File: src/rtl/clock_pkg.sv
// Shared types and constants for the clock setting sequencer.
package clock_pkg;

    localparam int unsigned TW     = 7;
    localparam int unsigned NS_DEF = 60;
    localparam int unsigned NH_DEF = 24;

    typedef enum logic [2:0] {
        IDLE,
        LOAD,
        ADV_H,
        ADV_M,
        SETTLE,
        CHECK
    } state_t;

endpackage

File: src/rtl/mod_delta.sv
// Combinational forward distance (tgt - cur) mod N for in-range operands.
module mod_delta
    import clock_pkg::*;
#(
    parameter int unsigned N = NS_DEF
) (
    input  logic [TW-1:0] tgt,
    input  logic [TW-1:0] cur,
    output logic [TW-1:0] delta
);

    logic [7:0] raw;

    always_comb begin
        raw   = {1'b0, tgt} + 8'(N) - {1'b0, cur};
        delta = (raw >= 8'(N)) ? TW'(raw - 8'(N)) : TW'(raw);
    end

endmodule

File: src/rtl/clock_setter.sv
// Drives the clock core's set/advance buttons until the selected time or
// alarm reads back as the requested hh:mm, with one retry on mismatch.
module clock_setter
    import clock_pkg::*;
#(
    parameter int unsigned NS = NS_DEF,
    parameter int unsigned NH = NH_DEF
) (
    input  logic          clk,
    input  logic          rst,
    input  logic          start,
    input  logic          alarm_mode,
    input  logic [TW-1:0] tgt_hrs,
    input  logic [TW-1:0] tgt_min,
    input  logic [TW-1:0] cur_hrs,
    input  logic [TW-1:0] cur_min,
    output logic          timeset,
    output logic          alarmset,
    output logic          hrsadv,
    output logic          minadv,
    output logic          busy,
    output logic          done,
    output logic          err
);

    state_t        state, state_nx;
    logic          mode_q;
    logic [TW-1:0] hrs_q, min_q;
    logic [TW-1:0] h_cnt, m_cnt;
    logic [TW-1:0] h_delta, m_delta;
    logic          attempt;
    logic          in_range;
    logic          match;

    assign in_range = (tgt_hrs < TW'(NH)) && (tgt_min < TW'(NS));
    assign match    = (cur_hrs == hrs_q) && (cur_min == min_q);

    mod_delta #(.N(NH)) u_hrs_delta (
        .tgt   (hrs_q),
        .cur   (cur_hrs),
        .delta (h_delta)
    );

    mod_delta #(.N(NS)) u_min_delta (
        .tgt   (min_q),
        .cur   (cur_min),
        .delta (m_delta)
    );

    always_ff @(posedge clk or negedge rst) begin
        if (!rst) begin
            state   <= IDLE;
            mode_q  <= 1'b0;
            hrs_q   <= '0;
            min_q   <= '0;
            h_cnt   <= '0;
            m_cnt   <= '0;
            attempt <= 1'b0;
            done    <= 1'b0;
            err     <= 1'b0;
        end else begin
            state <= state_nx;
            done  <= 1'b0;
            case (state)
                IDLE: begin
                    if (start && in_range) begin
                        mode_q  <= alarm_mode;
                        hrs_q   <= tgt_hrs;
                        min_q   <= tgt_min;
                        attempt <= 1'b0;
                        err     <= 1'b0;
                    end else if (start) begin
                        done <= 1'b1;
                        err  <= 1'b1;
                    end
                end
                LOAD: begin
                    h_cnt <= h_delta;
                    m_cnt <= m_delta;
                end
                ADV_H: h_cnt <= h_cnt - 1'b1;
                ADV_M: m_cnt <= m_cnt - 1'b1;
                CHECK: begin
                    if (match) begin
                        done <= 1'b1;
                    end else if (attempt) begin
                        done <= 1'b1;
                        err  <= 1'b1;
                    end else begin
                        attempt <= 1'b1;
                    end
                end
                default: ;
            endcase
        end
    end

    // Step counters exit on the value 1 so each advance state lasts exactly count cycles.
    always_comb begin
        state_nx = state;
        case (state)
            IDLE:   if (start && in_range) state_nx = LOAD;
            LOAD: begin
                if (h_delta != '0)      state_nx = ADV_H;
                else if (m_delta != '0) state_nx = ADV_M;
                else                    state_nx = SETTLE;
            end
            ADV_H:  if (h_cnt == TW'(1)) state_nx = (m_cnt != '0) ? ADV_M : SETTLE;
            ADV_M:  if (m_cnt == TW'(1)) state_nx = SETTLE;
            SETTLE: state_nx = CHECK;
            CHECK:  state_nx = (match || attempt) ? IDLE : LOAD;
            default: state_nx = IDLE;
        endcase
    end

    always_comb begin
        busy     = (state != IDLE);
        timeset  = busy && !mode_q;
        alarmset = busy && mode_q;
        hrsadv   = (state == ADV_H);
        minadv   = (state == ADV_M);
    end

endmodule
File: config.mk
export PLATFORM = sky130hd
export DESIGN_NAME = clock_setter
export DESIGN_NICKNAME = d
export VERILOG_FILES = /design/src/rtl/clock_pkg.sv /design/src/rtl/mod_delta.sv /design/src/rtl/clock_setter.sv
export SDC_FILE = /design/constraint.sdc
export NUM_CORES = 1
export LEC_CHECK = 0
export CORE_MARGIN = 2
export CORE_UTILIZATION = 35
export CTS_CLUSTER_SIZE = 24
export DETAILED_ROUTE_END_ITERATION = 8
export DONT_BUFFER_PORTS = 1
export GPL_TIMING_DRIVEN = 0
export MAX_ROUTING_LAYER = met4
export SYNTH_ARGS = -nofsm -noshare
export SYNTH_HDL_FRONTEND = slang
export SYNTH_HIERARCHICAL = 1
export SYNTH_SLANG_ARGS = --single-unit
File: constraint.sdc
create_clock -name clk -period 11.3 [get_ports clk]
set_input_delay 1.13 -clock clk [delete_from_list [all_inputs] [get_ports clk]]
set_output_delay 1.13 -clock clk [all_outputs]
set_load 0.02 [all_outputs]
==> impl_metrics.tcl, run 1 <==
set metrics [dict create \
    status "finished, final reports clean" \
    finClkSkew_ps 7.89 \
    start_util_pct 36.0 \
    relSlewSlack_pct 63.2 \
    cap_viol_max_count 0 \
    synth_edf_count 0 \
    fin_area_um2 3380 \
    post-route-util_pct 38.8 \
    min_period_over_period_pct 38.7 \
    setup_violations 0 \
    die_x_um 98.7 \
    routed_wl_um 6890 \
    first_pass_iters 4 \
    post-dp-hpwl_um 5460 \
    cp_data_arrival_time_ps 4560 \
    slew_violations 0 \
    row_count 34 \
    ios 39 \
    drive_above_1_share_pct 13.6 \
    fin_nets 418 \
    die_height_um 98.7 \
    grt_max_degree 36 \
    fillers 871 \
    clock_latency_ps 300 \
    setup.reg_to_reg.worst_slack_ps 7330 \
    antenna_found_initial 0 \
    synthArstFlopShare_pct 100 \
    postRouteAntennaNets 0 \
    syn_nets 411 \
    post-route-min-period_ps 4370 \
    cts_tree "done" \
    synth-main-ff-cell "dfrtp_1" \
    postPlaceCellArea_um2 3270 \
    path_max_fanout 5 \
    synth_cells 344 \
    path_clk_slew_ps 90 \
    wl_per_cell_um 15.0 \
    vias 2459 \
    reg2reg_depth 12 \
    stdcell_count 460 \
    cts_setup_buffers 0 \
    place_congestion 0.887 \
    viasPerCell 5.35 \
    reg2reg_to "state[1]$_DFFE_PN0P_" \
    htree_levels 2 \
    port_buffers 0 \
    synth_cell_types 63 \
    crit_required_ps 11490 \
    register_area_um2 876 \
    clock_path_buffers 2 \
    holdCritPathClass "input pin to asynchronous set/reset pin" \
    cts.sinks 35 \
    place_inst 452 \
    fmax_mhz 229 \
    grtUsageTotal_pct 14.9 \
    gr-total-overflow 0 \
    cts_root_buf "clkbuf_8" \
    worst-slew-pin-transition_ps 547 \
    drcViolationCount 0 \
    cts_hold_buffers 0 \
    ir_worst_vdd_mv 0.0878 \
    dieArea_um2 9730 \
    end_kind "flop" \
    hold_viol 0 \
    drt_iter0_markers 57 \
    ys_ff_latch 35 \
    diodes 0 \
    ys_seq_area_share_pct 27.9 \
    p_leak_nw 1.54 \
    cts_made_buffers 5 \
    grt_pass1_wl_um 11500 \
    crit_type "input pin to flop" \
    postSynthAreaPerCell_um2 9.11 \
    startpoint_type "input pin" \
    netlist_area_um2 3140 \
    core_um2 8720 \
    timing.setup.tns_ps 0 \
    synthToLayoutAreaGrowth_pct 7.90 \
    yosysWarnings 6 \
    cts_resized 0 \
    rr_startpoint "min_q[1]$_DFFE_PN0P_" \
    rsz0062_at_grt "false" \
    grt_pass1_vias 2432 \
    multi_input_area_um2 2060 \
    power.total_w 0.00105 \
    p_per_area_nw_per_um2 310 \
]
[flip-flops by register name, summed over array words and instances (netlist names), 3 cells and up]
| signal | flops |
|---|---|
| h_cnt | 7 |
| hrs_q | 7 |
| m_cnt | 7 |
| min_q | 7 |
| state | 3 |
[routing by layer]
layer | up-vias | track usage (%) | part of all wire (%)
met2 | 37 | 24.2 | 47
met4 | 0 | 2.95 | 0.99
li1 | 1237 | - | -
met5 | - | - | 0
met1 | 1180 | 19.2 | 47
met3 | 5 | 3.48 | 5.0
[layout by cell type, fill, tap and decap left out, types with 3 or more instances in the layout]
master / synthesis / final
a21oi_1: 18 / 18
nor3_1: 6 / 6
or4_1: 4 / 4
nand2_1: 22 / 22
a21o_1: 5 / 5
ha_1: 33 / 33
a221o_1: 3 / 3
o21ai_0: 11 / 11
nand4_1: 3 / 3
xor2_1: 4 / 4
and2_1: 5 / 5
xnor2_1: 16 / 16
inv_1: 43 / 43
nand3_1: 6 / 6
clkbuf_8: 0 / 5
o22ai_1: 8 / 8
mux2_4: 7 / 7
mux2_2: 10 / 10
a211oi_2: 4 / 4
mux2i_1: 5 / 5
nand2b_1: 3 / 3
dfrtp_1: 35 / 35
nor3b_1: 4 / 4
clkbuf_1: 5 / 5
nor4_1: 3 / 3
nor2b_1: 8 / 8
nor2_1: 26 / 26
[per-stage QoR]
stage | setup slack, ps | hold WS [ps]
finish | 6930 | 515
global route | 6750 | 508
CTS | 6910 | 513
detailed placement | 6600 | 506
global placement | 6610 | 490
floorplan | 6920 | 461
[report_power, final]
part,internal (W),switching [W],leakage [nW],total (W)
clock network,0.0000658,0.0000541,0.0581,0.000120
logic,0.000312,0.000387,1.04,0.000699
registers,0.000178,0.0000536,0.434,0.000232
total,0.000556,0.000494,1.54,0.00105
[worst max-delay path, cell delays in order]
cell and delay [ps]:
inv_1 20, ha_1 270, ha_1 230, fa_1 440, a211oi_2 230, nor2_1 140
o311a_2 460, a211oi_4 220, xnor2_1 130, or4_1 550, nor4_1 360, o21ai_0 140
a21o_2 230
[cell families after synthesis]
kind of cell | after synthesis | share of synthesized area [%]
adders and majority gates | 35 | 14.4
muxes | 22 | 8.54
AOI/OAI and AO/OA | 78 | 19.3
buffers and inverters | 50 | 6.34
and+or+nand+nor | 104 | 17.8
DFF | 35 | 27.9
xor gates and xnor gates | 20 | 5.59
[worst max-delay path by stage]
stage                           from                    to  slack [ps]  cells past startpoint
after floorplan           cur_min[1]  state[1]$_DFFE_PN0P_        6920                     13
after global placement    cur_min[1]  state[1]$_DFFE_PN0P_        6610                     13
after detailed placement  cur_min[1]  state[1]$_DFFE_PN0P_        6600                     13
after CTS                 cur_min[1]  state[1]$_DFFE_PN0P_        6910                     13
after global routing      cur_min[1]  state[1]$_DFFE_PN0P_        6750                     13
final                     cur_min[1]  state[1]$_DFFE_PN0P_        6930                     13
[cells in the mapped netlist, drive strengths merged (4+ instances only)]
library cell,count,share of area (%)
o21ai,11,1.8
nand3,7,1.5
a21o,6,1.5
nor2b,8,1.6
xor2,4,1.1
or4,5,1.3
nor3b,4,0.96
a21oi,18,2.9
clkbuf,5,0.60
xnor2,16,4.5
ha,33,13
nor3,7,1.3
nand2,23,2.8
dfrtp,35,28
o22ai,8,1.6
a211oi,7,2.7
and2,5,1.0
mux2i,5,1.6
mux2,17,6.9
inv,43,5.1
nor2,28,3.7
[layout make-up]
class,instances,share of cell area (%)
Buffer,7,1.11
Clock buffer,5,2.03
Clock inverter,3,1.29
Inverter,43,4.77
Multi-Input combinational cell,259,60.9
Sequential cell,35,25.9
Tap cell,108,3.99
(Power assumes the default switching activity.)
==> run 2: changes to the inputs <==
==> constraint.sdc (replaced) <==
create_clock -name clk -period 3.81 [get_ports clk]
set_input_delay 0.381 -clock clk [delete_from_list [all_inputs] [get_ports clk]]
set_output_delay 0.381 -clock clk [all_outputs]
set_load 0.02 [all_outputs]
==> run 2 against run 1 <==
Against the previous run:
- critical path depth is 1 lower
- core utilization is 2.4 points higher
- via count is 2.2% higher
- total power grew to 3.3 times the previous value
- sequential share of layout area is 1.5 points lower
- flip-flop and latch count stayed put
- register-to-register slack worse by 7200 ps
- clock skew is 0.96 ps lower
- critical endpoint unchanged
- final cell count is 2.2% higher
- largest power group unchanged
- wire length is 2.5% higher
- first-iteration DRC count is 32% higher
- non-clock buffer count is 10 higher
- critical path type is now flop to flop
==> impl_metrics.tcl, run 2 (same netlist as run 1, synthesis figures left out) <==
set metrics [dict create \
    place_congestion 0.887 \
    slew_violations 0 \
    hold_path_depth 1 \
    min_from "tgt_hrs[0]" \
    antenna_found_initial 0 \
    min_period_over_period_pct 97.4 \
    relSlewSlack_pct 63.5 \
    die_height_um 98.7 \
    hold_viol 0 \
    postRouteAntennaNets 0 \
    hold_end "hrs_q[0]$_DFFE_PN0P_" \
    drcViolationCount 0 \
    layout_common_cells "inv_1 (42), dfrtp_1 (35), ha_1 (29)" \
    p_per_area_nw_per_um2 953 \
    rsz0062_at_grt "true" \
    grt_use_met1_pct 19.4 \
    start_util_pct 36.0 \
    fin_nets 428 \
    cts_tree "done" \
    p_leak_nw 1.62 \
    grt_pass1_vias 2440 \
    final_common_cell "inv_1" \
    cts_root_buf "clkbuf_8" \
    diodes 0 \
    wl_per_cell_um 15.0 \
    finClkSkew_ps 6.93 \
    dieArea_um2 9730 \
    core_um2 8720 \
    grt-busiest-layer "met2" \
    use_met3_pct 3.48 \
    holdCritPathClass "input pin to flop" \
    die_x_um 98.7 \
    crit_required_ps 4000 \
    first_pass_iters 4 \
    cp_data_arrival_time_ps 3900 \
    drt_iter0_markers 75 \
    path_clk_slew_ps 80 \
    row_count 34 \
    ir_worst_vdd_mv 0.265 \
    ios 39 \
    setup.reg_to_reg.worst_slack_ps 100 \
    cts_made_buffers 5 \
    htree_levels 2 \
    routed_wl_um 7070 \
    viasPerCell 5.34 \
    worst-slew-pin-transition_ps 543 \
    fmax_mhz 270 \
    crit_type "flop to flop" \
    whs_ps 228 \
    post-dp-hpwl_um 5460 \
    grt_pass1_wl_um 11600 \
    path_max_fanout 3 \
    timing.setup.tns_ps 0 \
    end_kind "flop" \
    reg2reg_to "state[1]$_DFFE_PN0P_" \
    power.total_w 0.00343 \
    post-route-min-period_ps 3710 \
    setup_violations 0 \
    grtUsageTotal_pct 15.0 \
    fin_area_um2 3600 \
    clock_path_buffers 2 \
    fillers 841 \
    reg2reg_depth 12 \
    clock_latency_ps 300 \
    cap_viol_max_count 0 \
    drive_above_1_share_pct 19.9 \
    gr-total-overflow 0 \
    startpoint_type "flop" \
    status "finished, final reports clean" \
    grt_util_met2_pct 24.3 \
    rr_startpoint "min_q[1]$_DFFE_PN0P_" \
    port_buffers 0 \
    grt_max_degree 36 \
    synthToLayoutAreaGrowth_pct 14.7 \
    vias 2512 \
    cts.sinks 35 \
    postPlaceCellArea_um2 3270 \
]
run 2: worst max-delay path by stage:
| stage | startpoint | end | slack (ps) | depth (start not counted) |
|---|---|---|---|---|
| floorplan | min_q[1]$_DFFE_PN0P_ | state[1]$_DFFE_PN0P_ | 170 | 12 |
| global placement | min_q[1]$_DFFE_PN0P_ | state[1]$_DFFE_PN0P_ | -150 | 12 |
| detailed placement | min_q[1]$_DFFE_PN0P_ | state[1]$_DFFE_PN0P_ | -170 | 12 |
| CTS | min_q[1]$_DFFE_PN0P_ | state[1]$_DFFE_PN0P_ | 9 | 12 |
| global route | min_q[0]$_DFFE_PN0P_ | state[0]$_DFFE_PN0P_ | -50 | 16 |
| finish | min_q[1]$_DFFE_PN0P_ | state[1]$_DFFE_PN0P_ | 100 | 12 |
run 2: layout make-up:
| type | instances | area (um^2) | share of cell area [%] |
|---|---|---|---|
| multi-input combinational | 259 | 2170 | 60.4 |
| sequential | 35 | 876 | 24.4 |
| inverter | 43 | 161 | 4.49 |
| tap | 108 | 135 | 3.76 |
| timing repair buffer | 10 | 103 | 2.85 |
| clock buffer | 5 | 68.8 | 1.91 |
| clock inverter | 3 | 43.8 | 1.22 |
| buffer | 7 | 37.5 | 1.04 |
run 2: repair_timing:
item                                    CTS  global route
pin swaps                                 0            10
hold buffers                              2             0
cloned                                    0             0
gates resized for setup                   5            19
hold endpoints to repair                 35             0
buffers inserted                          0             8
endpoints found under the setup margin    3             3
run 2: critical path, stage by stage, from the launching register on:
cell and delay (ps):
dfrtp_1 440, ha_4 270, ha_4 160, fa_2 420
a211oi_4 310, nor2_4 70, o311a_4 350, a211oi_4 290
mux2_4 340, or3_4 360, nor4_4 280, o21ai_1 110
a21o_2 220
run 2: routing by layer:
layer  wire length (um)  share of wire, %  vias up
li1                   -                 -     1258
met1               3340                47     1211
met2               3330                47       36
met3                327               4.6        7
met4                 71               1.0        0
met5                  0                 0        -
run 2: through the flow:
step,setup slack [ps],util [%],instances
after floorplan,170,-,344
after global placement,-154,37.5,452
after detailed placement,-171,37.5,452
after CTS,9.36,39.4,462
after global routing,-46.0,41.2,470
final,100,41.2,470
run 2: report_power, final:
group          switching [W]  internal [W]  total [W]  leakage, nW
Sequential          0.000159      0.000528   0.000687        0.434
Combinational        0.00126       0.00113    0.00239         1.13
Clock               0.000158      0.000195   0.000353       0.0581
Total                0.00158       0.00185    0.00343         1.62
==> run 3: changes to the inputs <==
--- a/config.mk
+++ b/config.mk
@@ -14,5 +14,4 @@
 export MAX_ROUTING_LAYER = met4
 export SYNTH_ARGS = -nofsm -noshare
 export SYNTH_HDL_FRONTEND = slang
-export SYNTH_HIERARCHICAL = 1
 export SYNTH_SLANG_ARGS = --single-unit
==> run 3 against run 2 <==
Against the previous run:
- clock power fell by 22%
- global-route usage up 0.84 points
- final cell count decreased by 5.1%
- flip-flop and latch count unchanged
- synthesized cell count decreased by 3.8%
- sequential power down 11%
- largest power group unchanged
- die area fell by 5.1%
- total power shrank 30%
- register-to-register slack gained 320 ps
- critical path type unchanged
- cell area decreased by 10%
- wire length decreased by 6.1%
==> impl_metrics.tcl, run 3 <==
set metrics [dict create \
    switchingPower_w 0.00113 \
    synthToLayoutAreaGrowth_pct 8.42 \
    antenna_found_initial 0 \
    clock_path_buffers 2 \
    holdCritPathClass "input pin to flop" \
    row_count 33 \
    first_pass_iters 4 \
    dieArea_um2 9240 \
    synth_cell_types 63 \
    die_height_um 96.1 \
    fin_nets 405 \
    grt_pass1_vias 2306 \
    drcViolationCount 0 \
    ys_top_cells_by_count "inv_1 (41), dfrtp_1 (35), ha_1 (31)" \
    ir_worst_vdd_mv 0.257 \
    fillers 815 \
    min_period_over_period_pct 89.0 \
    postSynthAreaPerCell_um2 8.97 \
    fmax_mhz 295 \
    p_int_w 0.00127 \
    diodes 0 \
    core_um2 8220 \
    setup_violations 0 \
    cap_viol_max_count 0 \
    drive_above_1_share_pct 9.38 \
    layout_setup_ws_ps 419 \
    p_leak_nw 1.48 \
    ys_ff_latch 35 \
    htree_levels 2 \
    gr-total-overflow 0 \
    clock_latency_ps 290 \
    p_per_area_nw_per_um2 745 \
    wl_per_cell_um 14.9 \
    stdcell_count 446 \
    slew_violations 0 \
    finClkSkew_ps 12.9 \
    worst-slew-pin-transition_ps 673 \
    synth_top_area_cell "dfrtp_1" \
    crit_required_ps 3970 \
    ios 39 \
    end_kind "flop" \
    synth_edf_count 0 \
    postRouteAntennaNets 0 \
    drt_iter0_markers 109 \
    clkPwrFrac_pct 11.5 \
    netlist_area_um2 2970 \
    cts_setup_buffers 0 \
    cp_data_arrival_time_ps 3550 \
    die_x_um 96.1 \
    start_util_pct 36.2 \
    vias 2405 \
    port_buffers 0 \
    cts_made_buffers 5 \
    combinationalPowerShare_pct 63.0 \
    syn_nets 396 \
    fin_area_um2 3220 \
    synth.area.top_cells "dfrtp_1 (29%), ha_1 (13%), inv_1 (5.2%), mux2_2 (4.5%), xnor2_1 (2.9%)" \
    grt_pass1_wl_um 11000 \
    ys_seq_area_share_pct 29.5 \
    post-route-util_pct 39.2 \
    final_common_cell "inv_1" \
    cts.sinks 35 \
    synthArstFlopShare_pct 100 \
    cts_tree "done" \
    path_max_fanout 5 \
    swShare_pct 47.1 \
    cts_hold_buffers 2 \
    place_congestion 0.836 \
    postPlaceCellArea_um2 3100 \
    viasPerCell 5.39 \
    path_clk_slew_ps 80 \
    yosysWarnings 0 \
    hold_viol 0 \
    cts_resized 0 \
    grt_max_degree 36 \
    startpoint_type "flop" \
    synth_cells 331 \
    routed_wl_um 6640 \
    timing.setup.tns_ps 0 \
    synth-main-ff-cell "dfrtp_1" \
    rsz0062_at_grt "false" \
    cts_root_buf "clkbuf_8" \
    relSlewSlack_pct 54.8 \
    grtUsageTotal_pct 15.9 \
    yosysTopAreaCellShare_pct 29.5 \
    layout_common_cells "inv_1 (41), dfrtp_1 (35), ha_1 (31)" \
    status "finished, final reports clean" \
    post-route-min-period_ps 3390 \
    post-dp-hpwl_um 5250 \
    place_inst 436 \
    crit_type "flop to flop" \
    pre_cts_ws_ps 378 \
    yosysMostFrequentCell "inv_1" \
    pwr-share-seq_pct 25.5 \
]
run 3: final cells by class:
cell class / count / area, um^2 / area share [%]
plain buffers: 8 / 41.3 / 1.28
clock buffers: 5 / 68.8 / 2.14
clock inverters: 3 / 20.0 / 0.622
inverters: 41 / 154 / 4.78
multi-input cells: 247 / 1900 / 59.0
flip-flops and latches: 35 / 876 / 27.2
well taps: 105 / 131 / 4.08
repair buffers: 2 / 30.0 / 0.932
run 3: power groups by stage:
stage | clock, W | combinational, W | sequential, W
3_3_place_gp | 0 | 0.00146 | 0.000615
3_5_place_dp | 0 | 0.00149 | 0.000618
5_1_grt | 0.000299 | 0.00170 | 0.000632
2_1_floorplan | 0 | 0.00122 | 0.000588
6_report | 0.000277 | 0.00151 | 0.000611
4_1_cts | 0.000287 | 0.00151 | 0.000611
run 3: cells by family after synthesis:
group	after synthesis	share of synthesized area, %
muxes	17	6.23
DFF	35	29.5
xor gates and xnor gates	17	5.77
buffers and inverters	49	6.57
and+or+nand+nor	107	20.0
adders and majority gates	33	14.4
AOI/OAI and AO/OA	73	17.6
run 3: final timing paths:
check | startpoint | depth (start not counted) | end | slack [ps]
setup reg to reg | hrs_q[1]$_DFFE_PN0P_ | 12 | state[1]$_DFFE_PN0P_ | 420
setup / recovery | hrs_q[1]$_DFFE_PN0P_ | 12 | state[1]$_DFFE_PN0P_ | 420
max in group asynchronous | rst | 2 | attempt$_DFFE_PN0P_ | 3070
hold / removal | start | 1 | err$_DFFE_PN0P_ | 180
min in group asynchronous | rst | 2 | h_cnt[3]$_DFFE_PN0P_ | 550
hold reg to reg | hrs_q[5]$_DFFE_PN0P_ | 1 | hrs_q[5]$_DFFE_PN0P_ | 490
run 3: worst max-delay path, stage by stage (launching register included):
cell and delay [ps]:
dfrtp_1 390, ha_1 320, ha_1 240, fa_1 400, xnor2_1 410, inv_1 140
ha_1 340, nor2_1 110, nand2_1 70, nor4b_1 290, a41oi_1 120, and4bb_1 360
o22ai_1 90
run 3: metrics by stage:
stage,hold WS (ps),total power [W]
after CTS,178,0.00241
final,185,0.00240
after global placement,86.8,0.00207
after floorplan,85.4,0.00181
after global routing,169,0.00263
after detailed placement,86.9,0.00211
run 3: routing by layer:
layer	global-route usage (%)	part of all wire (%)	wire length [um]
met1	20.7	48	3200
met2	25.3	45	3000
met3	2.90	5.0	331
met4	4.29	1.6	107
met5	-	0	0
